$ cat config.mk
export PLATFORM = sky130hd
export DESIGN_NAME = logu_top
export DESIGN_NICKNAME = d
export VERILOG_FILES = /design/src/rtl/expu_pkg.sv /design/src/rtl/fpnew_pkg.sv /design/src/rtl/logu_row.sv /design/src/rtl/logu_top.sv
export SDC_FILE = /design/constraint.sdc
export NUM_CORES = 2
export LEC_CHECK = 0
export BUFFER_PORTS_ARGS = -buffer_cell sky130_fd_sc_hd__buf_2
export CORE_MARGIN = 3
export CORE_UTILIZATION = 30
export DETAILED_ROUTE_END_ITERATION = 8
export GPL_TIMING_DRIVEN = 0
export SKIP_LAST_GASP = 1
export SYNTH_ARGS = -nofsm -noshare
export SYNTH_HDL_FRONTEND = slang
export SYNTH_SLANG_ARGS = --single-unit
$ cat constraint.sdc
create_clock -name clk_i -period 7.6 [get_ports clk_i]
set_input_delay 1.52 -clock clk_i [delete_from_list [all_inputs] [get_ports clk_i]]
set_output_delay 1.52 -clock clk_i [all_outputs]
set_load 0.01 [all_outputs]
$ cat src/rtl/expu_pkg.sv
// Shared constants and stage-1 record for the bfloat16 log2 unit.
package expu_pkg;

    localparam int LOGU_W     = 16;
    localparam int LOGU_EXP   = 8;
    localparam int LOGU_MAN   = 7;
    localparam int LOGU_BIAS  = 127;

    // Q8.12 signed log value and its magnitude width
    localparam int LOGU_Q_W    = 21;
    localparam int LOGU_Q_FRAC = 12;
    localparam int LOGU_MAG_W  = LOGU_Q_W - 1;

    localparam logic [LOGU_W-1:0] LOGU_QNAN = 16'h7FC0;
    localparam logic [LOGU_W-1:0] LOGU_PINF = 16'h7F80;
    localparam logic [LOGU_W-1:0] LOGU_NINF = 16'hFF80;

    localparam int LOGU_CORR_K = 11;

    typedef struct packed {
        logic                special;
        logic [LOGU_W-1:0]   sval;
        logic [LOGU_Q_W-1:0] t;
    } logu_s1_t;

endpackage

$ cat src/rtl/fpnew_pkg.sv
// Minimal floating-point format descriptors used to size the log unit.
package fpnew_pkg;

    typedef enum logic [2:0] {
        FP32    = 3'd0,
        FP64    = 3'd1,
        FP16    = 3'd2,
        FP8     = 3'd3,
        FP16ALT = 3'd4
    } fp_format_e;

    function automatic int unsigned fp_width(input fp_format_e f);
        case (f)
            FP32:          return 32;
            FP64:          return 64;
            FP16, FP16ALT: return 16;
            default:       return 8;
        endcase
    endfunction

    function automatic int unsigned exp_bits(input fp_format_e f);
        case (f)
            FP32, FP16ALT: return 8;
            FP64:          return 11;
            default:       return 5;
        endcase
    endfunction

    function automatic int unsigned man_bits(input fp_format_e f);
        case (f)
            FP32:    return 23;
            FP64:    return 52;
            FP16:    return 10;
            FP16ALT: return 7;
            default: return 2;
        endcase
    endfunction

endpackage

$ cat src/rtl/logu_row.sv
// One lane of the log2 pipe: S1 decode + fixed-point log, S2 normalise + pack.
// Mantissa correction term compiled in with LOGU_MANT_CORRECTION_EN.
import expu_pkg::*;

module logu_row (
    input  logic              i_clk,
    input  logic              i_rst_n,
    input  logic              i_en_s1,
    input  logic              i_en_s2,
    input  logic [LOGU_W-1:0] i_op,
    output logic [LOGU_W-1:0] o_res
);

    logic                  w_s;
    logic [LOGU_EXP-1:0]   w_e;
    logic [LOGU_MAN-1:0]   w_m;
    logic [LOGU_Q_W-1:0]   w_corr;
    logic [LOGU_Q_W-1:0]   w_t;
    logu_s1_t              w_s1;
    logu_s1_t              r_s1;

    assign w_s = i_op[LOGU_W-1];
    assign w_e = i_op[LOGU_W-2 -: LOGU_EXP];
    assign w_m = i_op[LOGU_MAN-1:0];

`ifdef LOGU_MANT_CORRECTION_EN
    logic [LOGU_Q_W-1:0] w_prod;
    assign w_prod = LOGU_Q_W'(w_m) * LOGU_Q_W'(8'd128 - {1'b0, w_m}) * LOGU_Q_W'(LOGU_CORR_K);
    assign w_corr = w_prod >> 7;
`else
    assign w_corr = '0;
`endif

    // Two's complement wrap gives the signed Q8.12 value directly
    assign w_t = (({13'b0, w_e} - LOGU_Q_W'(LOGU_BIAS)) << LOGU_Q_FRAC)
               + {9'b0, w_m, 5'b0} + w_corr;

    always_comb begin
        w_s1         = '0;
        w_s1.t       = w_t;
        if (w_e == '0) begin
            w_s1.special = 1'b1;
            w_s1.sval    = LOGU_NINF;
        end else if (w_e == '1) begin
            w_s1.special = 1'b1;
            w_s1.sval    = (w_m != '0 || w_s) ? LOGU_QNAN : LOGU_PINF;
        end else if (w_s) begin
            w_s1.special = 1'b1;
            w_s1.sval    = LOGU_QNAN;
        end
    end

    always_ff @(posedge i_clk or negedge i_rst_n) begin
        if (!i_rst_n)     r_s1 <= '0;
        else if (i_en_s1) r_s1 <= w_s1;
    end

    logic                  w_neg;
    logic [LOGU_MAG_W-1:0] w_mag;
    logic [4:0]            w_p;
    logic [LOGU_MAG_W-1:0] w_norm;
    logic [LOGU_EXP-1:0]   w_exp;
    logic [LOGU_W-1:0]     w_res;
    logic [LOGU_W-1:0]     r_res;

    assign w_neg = r_s1.t[LOGU_Q_W-1];
    assign w_mag = w_neg ? LOGU_MAG_W'(-r_s1.t) : r_s1.t[LOGU_MAG_W-1:0];

    always_comb begin
        w_p = '0;
        for (int i = 0; i < LOGU_MAG_W; i++)
            if (w_mag[i]) w_p = 5'(i);
    end

    // Leading one moved to the MSB; the 7 bits below it are the mantissa
    assign w_norm = w_mag << (5'(LOGU_MAG_W - 1) - w_p);
    assign w_exp  = 8'(LOGU_BIAS - LOGU_Q_FRAC) + {3'b0, w_p};

    always_comb begin
        w_res = '0;
        if (r_s1.special)
            w_res = r_s1.sval;
        else if (w_mag != '0)
            w_res = {w_neg, w_exp, w_norm[LOGU_MAG_W-2 -: LOGU_MAN]};
    end

    always_ff @(posedge i_clk or negedge i_rst_n) begin
        if (!i_rst_n)     r_res <= '0;
        else if (i_en_s2) r_res <= w_res;
    end

    assign o_res = r_res;

endmodule

$ cat src/rtl/logu_top.sv
// N_ROWS-lane bfloat16 approximate log2, 2-stage pipe with valid/ready handshake.
// Optional mantissa correction: define LOGU_MANT_CORRECTION_EN.
module logu_top
    import fpnew_pkg::*;
    import expu_pkg::*;
#(
    parameter fp_format_e  FPFORMAT      = FP16ALT,
    parameter int          N_ROWS        = 16,
    localparam int unsigned WIDTH         = fp_width(FPFORMAT),
    localparam int unsigned MANTISSA_BITS = man_bits(FPFORMAT),
    localparam int unsigned EXPONENT_BITS = exp_bits(FPFORMAT)
) (
    input  logic                         clk_i,
    input  logic                         rst_ni,
    input  logic                         clear_i,
    input  logic                         valid_i,
    output logic                         ready_o,
    input  logic [N_ROWS-1:0][WIDTH-1:0] op_i,
    output logic                         valid_o,
    input  logic                         ready_i,
    output logic [N_ROWS-1:0][WIDTH-1:0] res_o
);

    if (FPFORMAT != FP16ALT || MANTISSA_BITS != LOGU_MAN || EXPONENT_BITS != LOGU_EXP) begin : g_bad_fmt
        $error("logu_top: only FP16ALT is supported");
    end

    logic w_adv;
    logic r_v1;
    logic r_v2;

    // Whole pipe moves together; it stalls only when the output is held
    assign w_adv   = ready_i | ~r_v2;
    assign ready_o = w_adv;
    assign valid_o = r_v2;

    always_ff @(posedge clk_i or negedge rst_ni) begin
        if (!rst_ni) begin
            r_v1 <= 1'b0;
            r_v2 <= 1'b0;
        end else if (clear_i) begin
            r_v1 <= 1'b0;
            r_v2 <= 1'b0;
        end else if (w_adv) begin
            r_v1 <= valid_i;
            r_v2 <= r_v1;
        end
    end

    for (genvar g = 0; g < N_ROWS; g++) begin : g_row
        logu_row u_row (
            .i_clk   (clk_i),
            .i_rst_n (rst_ni),
            .i_en_s1 (w_adv & valid_i),
            .i_en_s2 (w_adv & r_v1),
            .i_op    (op_i[g]),
            .o_res   (res_o[g])
        );
    end

endmodule
Word-level counts from Yosys, hierarchy flattened
Cells that the tools add are included.
{ "classes": {"add_sub_neg": 80, "n_shift": 16, "n_bitwise": 4, "n_mux": 420, "n_reduce_logical": 65, "n_eq_ne": 16} }
{ "ops": {"columns": ["op", "n"], "rows": [
  ["$mux W17", 48],
  ["$mux W16", 32],
  ["$mux W4", 128],
  ["$add A21 B12 Y21", 16],
  ["$mux W20", 16],
  ["$mux W5", 64],
  ["$neg A20 Y20", 16],
  ["$reduce_bool A20 Y1", 16],
  ["$shl A20 B5 Y19", 16],
  ["$mux W3", 64],
  ["$sub A8 B7 Y9 const B", 16],
  ["$add A7 B5 Y8 const A", 16],
  ["$eq A8 B8 Y1 const B", 16],
  ["$logic_not A8 Y1", 16],
  ["$mux W7", 16],
  ["$reduce_bool A7 Y1", 16],
  ["$sub A5 B5 Y5 const A", 16],
  ["$mux W2", 32],
  ["$mux W1", 20],
  ["$logic_or A1 B1 Y1", 16],
  ["$and A1 B1 Y1", 2],
  ["$reduce_bool A2 Y1", 1],
  ["$not A1 Y1", 1],
  ["$or A1 B1 Y1", 1]
]} }
{ "totals": {"out_inout_bits": 258, "ff_bits": 866, "elab_cells": 667} }

Depth between registers and ports, before layout
{ "logic_depth": {"word_depth": 25, "depth_mapped": 19, "ltp_nobuf": 16} }

Modules after synthesis
From an unflattened synthesis, not the netlist that was laid out.
{ "hier_totals": {"hier_cells": 5882, "hier_area_um2": 50143.1} }
{ "modules_own_cells": {"columns": ["module", "cells_per_inst", "instances", "seq_area_each_um2", "area_each_um2"], "rows": [
  ["logu_row (g_row[0].u_row ...)", 368, 14, 875.8, 3146.8],
  ["logu_row (g_row[9].u_row)", 367, 1, 875.8, 3000.4],
  ["logu_row (g_row[1].u_row)", 353, 1, 875.8, 2985.4],
  ["logu_top", 10, 1, 50.0, 102.6]
]} }

Least setup slack after synthesis
No wires, ideal clock.
{ "synth_path": {"kind": "register -> register", "startpoint": "register g_row[5].u_row.r_s1[5] (netlist bit)", "endpoint": "register g_row[5].u_row.r_res[4]", "setup_slack_ns": 3.357, "setup_time_ns": 0.064, "n_path_buf": 3, "stages_incl_launch_ff": 16, "period_less_slack_ns": 4.243, "t_arrival_ns": 4.178, "path_cell_list": "dfrtp_1 > clkbuf_1 > inv_1 > ha_1 > or4b_1 > o41ai_4 > xor2_2 > nand4_1 > a21oi_1 > buf_2 > ha_1 > clkbuf_1 > nor4_2 > a32o_1 > a31o_2 > a21o_1"} }
{ "synth_between": {"elab_chain_cells": 21, "elab_cells_between_ends": 22, "cone_classes": "2 x add/sub; 1 x shift; 18 x mux; 1 x reduce/logical"} }
{ "synth_lines": {"columns": ["item", "line_no", "text"], "rows": [
  ["start, declared", "logu_row.sv:20", "logu_s1_t r_s1;"],
  ["start signal, assigned", "logu_row.sv:55", "else if (i_en_s1) r_s1 <= w_s1;"],
  ["$neg A20 Y20", "logu_row.sv:67", "assign w_mag = w_neg ? LOGU_MAG_W'(-r_s1.t) : r_s1.t[LOGU_MAG_W-1:0];"],
  ["$mux W20 (*)", "logu_row.sv:67", null],
  ["$mux W3 (3 in series)", "logu_row.sv:72", "if (w_mag[i]) w_p = 5'(i);"],
  ["$mux W4 (8 in series)", "logu_row.sv:72", null],
  ["$mux W5 (4 in series)", "logu_row.sv:72", null],
  ["$sub A5 B5 Y5", "logu_row.sv:76", "assign w_norm = w_mag << (5'(LOGU_MAG_W - 1) - w_p);"],
  ["$shl A20 B5 Y19", "logu_row.sv:76", null],
  ["$mux W16 (*)", "logu_row.sv:83", "else if (w_mag != '0)"],
  ["$mux W16 (*)", "logu_row.sv:81", "if (r_s1.special)"],
  ["end signal, assigned", "logu_row.sv:89", "else if (i_en_s2) r_res <= w_res;"],
  ["end, declared", "logu_row.sv:64", "logic [LOGU_W-1:0] r_res;"]
]} }
Every way passes the cells marked *; elsewhere a longest branch is shown, timed or not.
A chain may end at the register's enable or synchronous reset.

Worst setup path in the final report
{ "layout_path": {"startpoint": "input port ready_i", "endpoint": "register g_row[2].u_row.r_res[15]"} }
{ "layout_between": {"elab_chain_cells": 2} }
{ "layout_lines": {"columns": ["item", "line_no", "text"], "rows": [
  ["start, declared", "logu_top.sv:20", "input logic ready_i,"],
  ["$or A1 B1 Y1", "logu_top.sv:33", "assign w_adv = ready_i | ~r_v2;"],
  ["$and A1 B1 Y1", "logu_top.sv:55", ".i_en_s2 (w_adv & r_v1),"],
  ["end signal, assigned", "logu_row.sv:89", null],
  ["end, declared", "logu_row.sv:64", null]
]} }
Every way passes these cells.

==> results.md <==
* Root Driver: clkbuf_16
* R2R depth at 8
* Reg area at 14100 um^2
* Vias in the first global route at 43500
* Reg clk slew, reported paths at 60 ps
* Worst endpoint required time at 8080 ps
* Starting Density at 30.4%
* Share of cells above drive strength 1 at 16.4%
* CP Buf/Inv Count at 6
* Placed inst area at 50000 um^2
* Least-Margin Pin Slew at 1470 ps
* # IOs at 519
* Critical-path cell list: buf_2 > nand2b_1 > clkbuf_1 > nand2_1 > clkbuf_2 > clkbuf_2 > clkbuf_1 > clkbuf_1 > o21ai_0
* # Post-CTS Setup Buffers at 0
* Number of buffers created by CTS at 78
* Hold Path Sink: g_row[0].u_row.o_res[13]
* Core Area at 147000 um^2
* Final WL at 201 mm
* Status: finished, final reports clean
* Max VDD drop at 0.141 mV
* Fill cell count at 15400
* Post-DP HPWL at 155 mm
* Worst EP arrival at 6840 ps
* YS warnings at 0
* CTS max path bufs at 3
* Post-CTS Hold Buffers at 0
* CP peak stage delay at 1140 ps
* Fin crit period at 6360 ps
* Avg Cell Area, Syn at 8.12 um^2
* Top cells by count, synth: nand2_1 (883), dfrtp_1 (562), o21ai_0 (414)
* Final Max Slew Viols at 0
* Die height at 392 um
* Post-synth top area cell: dfrtp_1
* Syn_nets at 5854
* Max FO, Critical Path at 10
* PD cells at 263 nW/um^2
* Max stage delay cell, worst path: clkbuf_1
* Initial DRT Pass Iterations at 6
* Synthesized area at 44600 um^2
* Worst Setup End Kind: flip-flop
* Relative slew margins at 1.84%
* Final period utilization at 83.6%
* Synth Instances at 5492
* Synth top area cells: dfrtp_1 (32%), nand2_1 (7.4%), mux2i_1 (5.4%)
* Share of flip-flops with an asynchronous set or reset at 100%
* Die width at 392 um
* Clock Latency Late Sink at 680 ps
* Full die area at 153000 um^2
* RSZ-0062 raised after global routing: no
* Leak pwr at 0.0222 uW
* Setup TNS Final at 0 ps
* Via count at 46000
* Crit Path Category: primary input to flip-flop
* Hold depth at 2
* Wirelength per Cell at 24.8 um
* Pin count of the biggest net entering global routing at 116
* Initial DRC count at 4378
* Most used DFF post-synth: dfrtp_1
* HP Class: flip-flop to flip-flop
* Initial antenna violation count at 71
* Register area share after synthesis at 31.5%
* FF-to-FF Start: valid_o
* Routability cong. at 0.953
* H-tree depth at 3
* Post-layout instance area at 52700 um^2
* Critical path's top delay family: buffers and inverters
* Most frequent cell after synthesis: nand2_1
* DR DRC count at 0
* Area growth from synthesis to layout at 18.1%
* Final Net Count at 6466
* Hold Slack at 465 ps
* Final Hold Fails at 0
* CTS tree: yes
* CP dominant cell by count: clkbuf_1
* Power Total at 13900 uW
* Flop2flop setup slack at 1910 ps
* EDFF count, synth at 0
* Fmax at 157 MHz
* Cell row count at 140
* Max-Cap Viols at 0
* All-layer global routing usage at 25.3%
* GRT overflow at 0
* Synth top area share at 31.5%
* Worst reg2reg endpoint: g_row[2].u_row.o_res[15]
* Yosys reg bits at 562
* First-pass GRT wire length at 290 mm
* Clk sinks at 562
* Worst Setup Start Kind: primary input
* Port bufs at 518
* CTS-repair resized insts at 0
* Setup Skew at 30.4 ps
* Drt via density at 5.66
* Distinct cells, synth at 126
* Area of the multi-input gates at 28400 um^2
* # setup viols final at 0
* Hold path start: g_row[0].u_row.o_res[13]
* Post-route ant nets at 0
## cell families (layout without fill, tap and decap cells)
family | Yosys count | count (layout) | synth area share (%)
xor gates and xnor gates | 367 | 367 | 7.29
muxes | 324 | 324 | 7.78
DFF | 562 | 562 | 31.5
AOI/OAI and AO/OA | 1480 | 1480 | 22.8
adders and majority gates | 101 | 101 | 2.83
and+or+nand+nor | 2121 | 2121 | 22.9
buffers and inverters | 537 | 1205 | 4.85
other | 0 | 38 | 0
## power breakdown
group,total (uW),internal (uW),switching [uW],leakage [uW]
clock network,3770,2250,1520,0.00126
logic,6050,2230,3820,0.0141
registers,4050,3530,523,0.00682
total,13900,8010,5860,0.0222
## metrics by stage
stage                     setup slack (ps)  util [%]  cells
after floorplan                       3360         -   5492
after CTS                             1220      35.9   8077
after global routing                  1190      35.9   8090
final                                 1240      35.9   8115
after detailed placement               496      34.1   7941
after global placement               -7520      33.8   7927
## tightest hold or removal path, delay by kind of cell, from the launching register on
kind / cells / cell delay (ps)
simple gates: 2 / 100
flops: 1 / 340
## area by class of cell
| cell class | count | area share [%] |
|---|---|---|
| multi-input combinational | 4393 | 53.9 |
| sequential | 562 | 26.7 |
| timing repair buffer | 532 | 5.56 |
| tap | 1917 | 4.55 |
| clock buffer | 100 | 4.19 |
| buffer | 350 | 2.86 |
| inverter | 187 | 1.34 |
| clock inverter | 36 | 0.715 |
| antenna | 38 | 0.181 |
## flip-flops by register name, summed over array words and instances, names as in the netlist
signal and cells:
g_row.u_row.r_s1 304, g_row.u_row.o_res 256, r_v1 1, valid_o 1
## layer usage
| layer | global-route usage (%) | up-vias | routed length (um) |
|---|---|---|---|
| met5 | 0 | - | 224 |
| met2 | 38.5 | 1742 | 87200 |
| met4 | 12.8 | 32 | 10400 |
| met1 | 33.1 | 22600 | 86000 |
| li1 | - | 21200 | - |
| met3 | 6.65 | 383 | 17600 |
## how the worst max path moves through the flow
stage / start / end / slack (ps) / depth (start not counted)
floorplan: g_row[5].u_row.r_s1[5] / g_row[5].u_row.o_res[4] / 3360 / 15
global placement: rst_ni / g_row[3].u_row.r_s1[27] / -7520 / 1
detailed placement: ready_i / g_row[2].u_row.o_res[15] / 500 / 9
CTS: ready_i / g_row[2].u_row.o_res[15] / 1220 / 9
global route: ready_i / g_row[3].u_row.o_res[7] / 1190 / 9
finish: ready_i / g_row[2].u_row.o_res[15] / 1240 / 9
## cell usage in the layout, fill, tap and decap left out, types with 39 or more instances in the layout
| cell | instances |
|---|---|
| ha_1 | 101 |
| a21oi_1 | 245 |
| or3_1 | 65 |
| xor2_1 | 183 |
| buf_2 | 575 |
| nand2_1 | 883 |
| dfrtp_1 | 562 |
| mux2i_1 | 240 |
| nor3_1 | 118 |
| o21a_1 | 60 |
| o21ai_0 | 414 |
| mux2_2 | 60 |
| nor2_1 | 383 |
| and3_1 | 39 |
| xnor2_1 | 179 |
| o31ai_1 | 90 |
| or4_1 | 47 |
| nor2b_1 | 52 |
| a31oi_1 | 70 |
| clkbuf_16 | 79 |
| nand3_1 | 134 |
| nor4_1 | 61 |
| nand2b_1 | 99 |
| inv_1 | 167 |
| clkbuf_1 | 229 |
| o41ai_1 | 55 |
| o211ai_1 | 59 |
| a211oi_1 | 44 |
(Power assumes the default switching activity.)
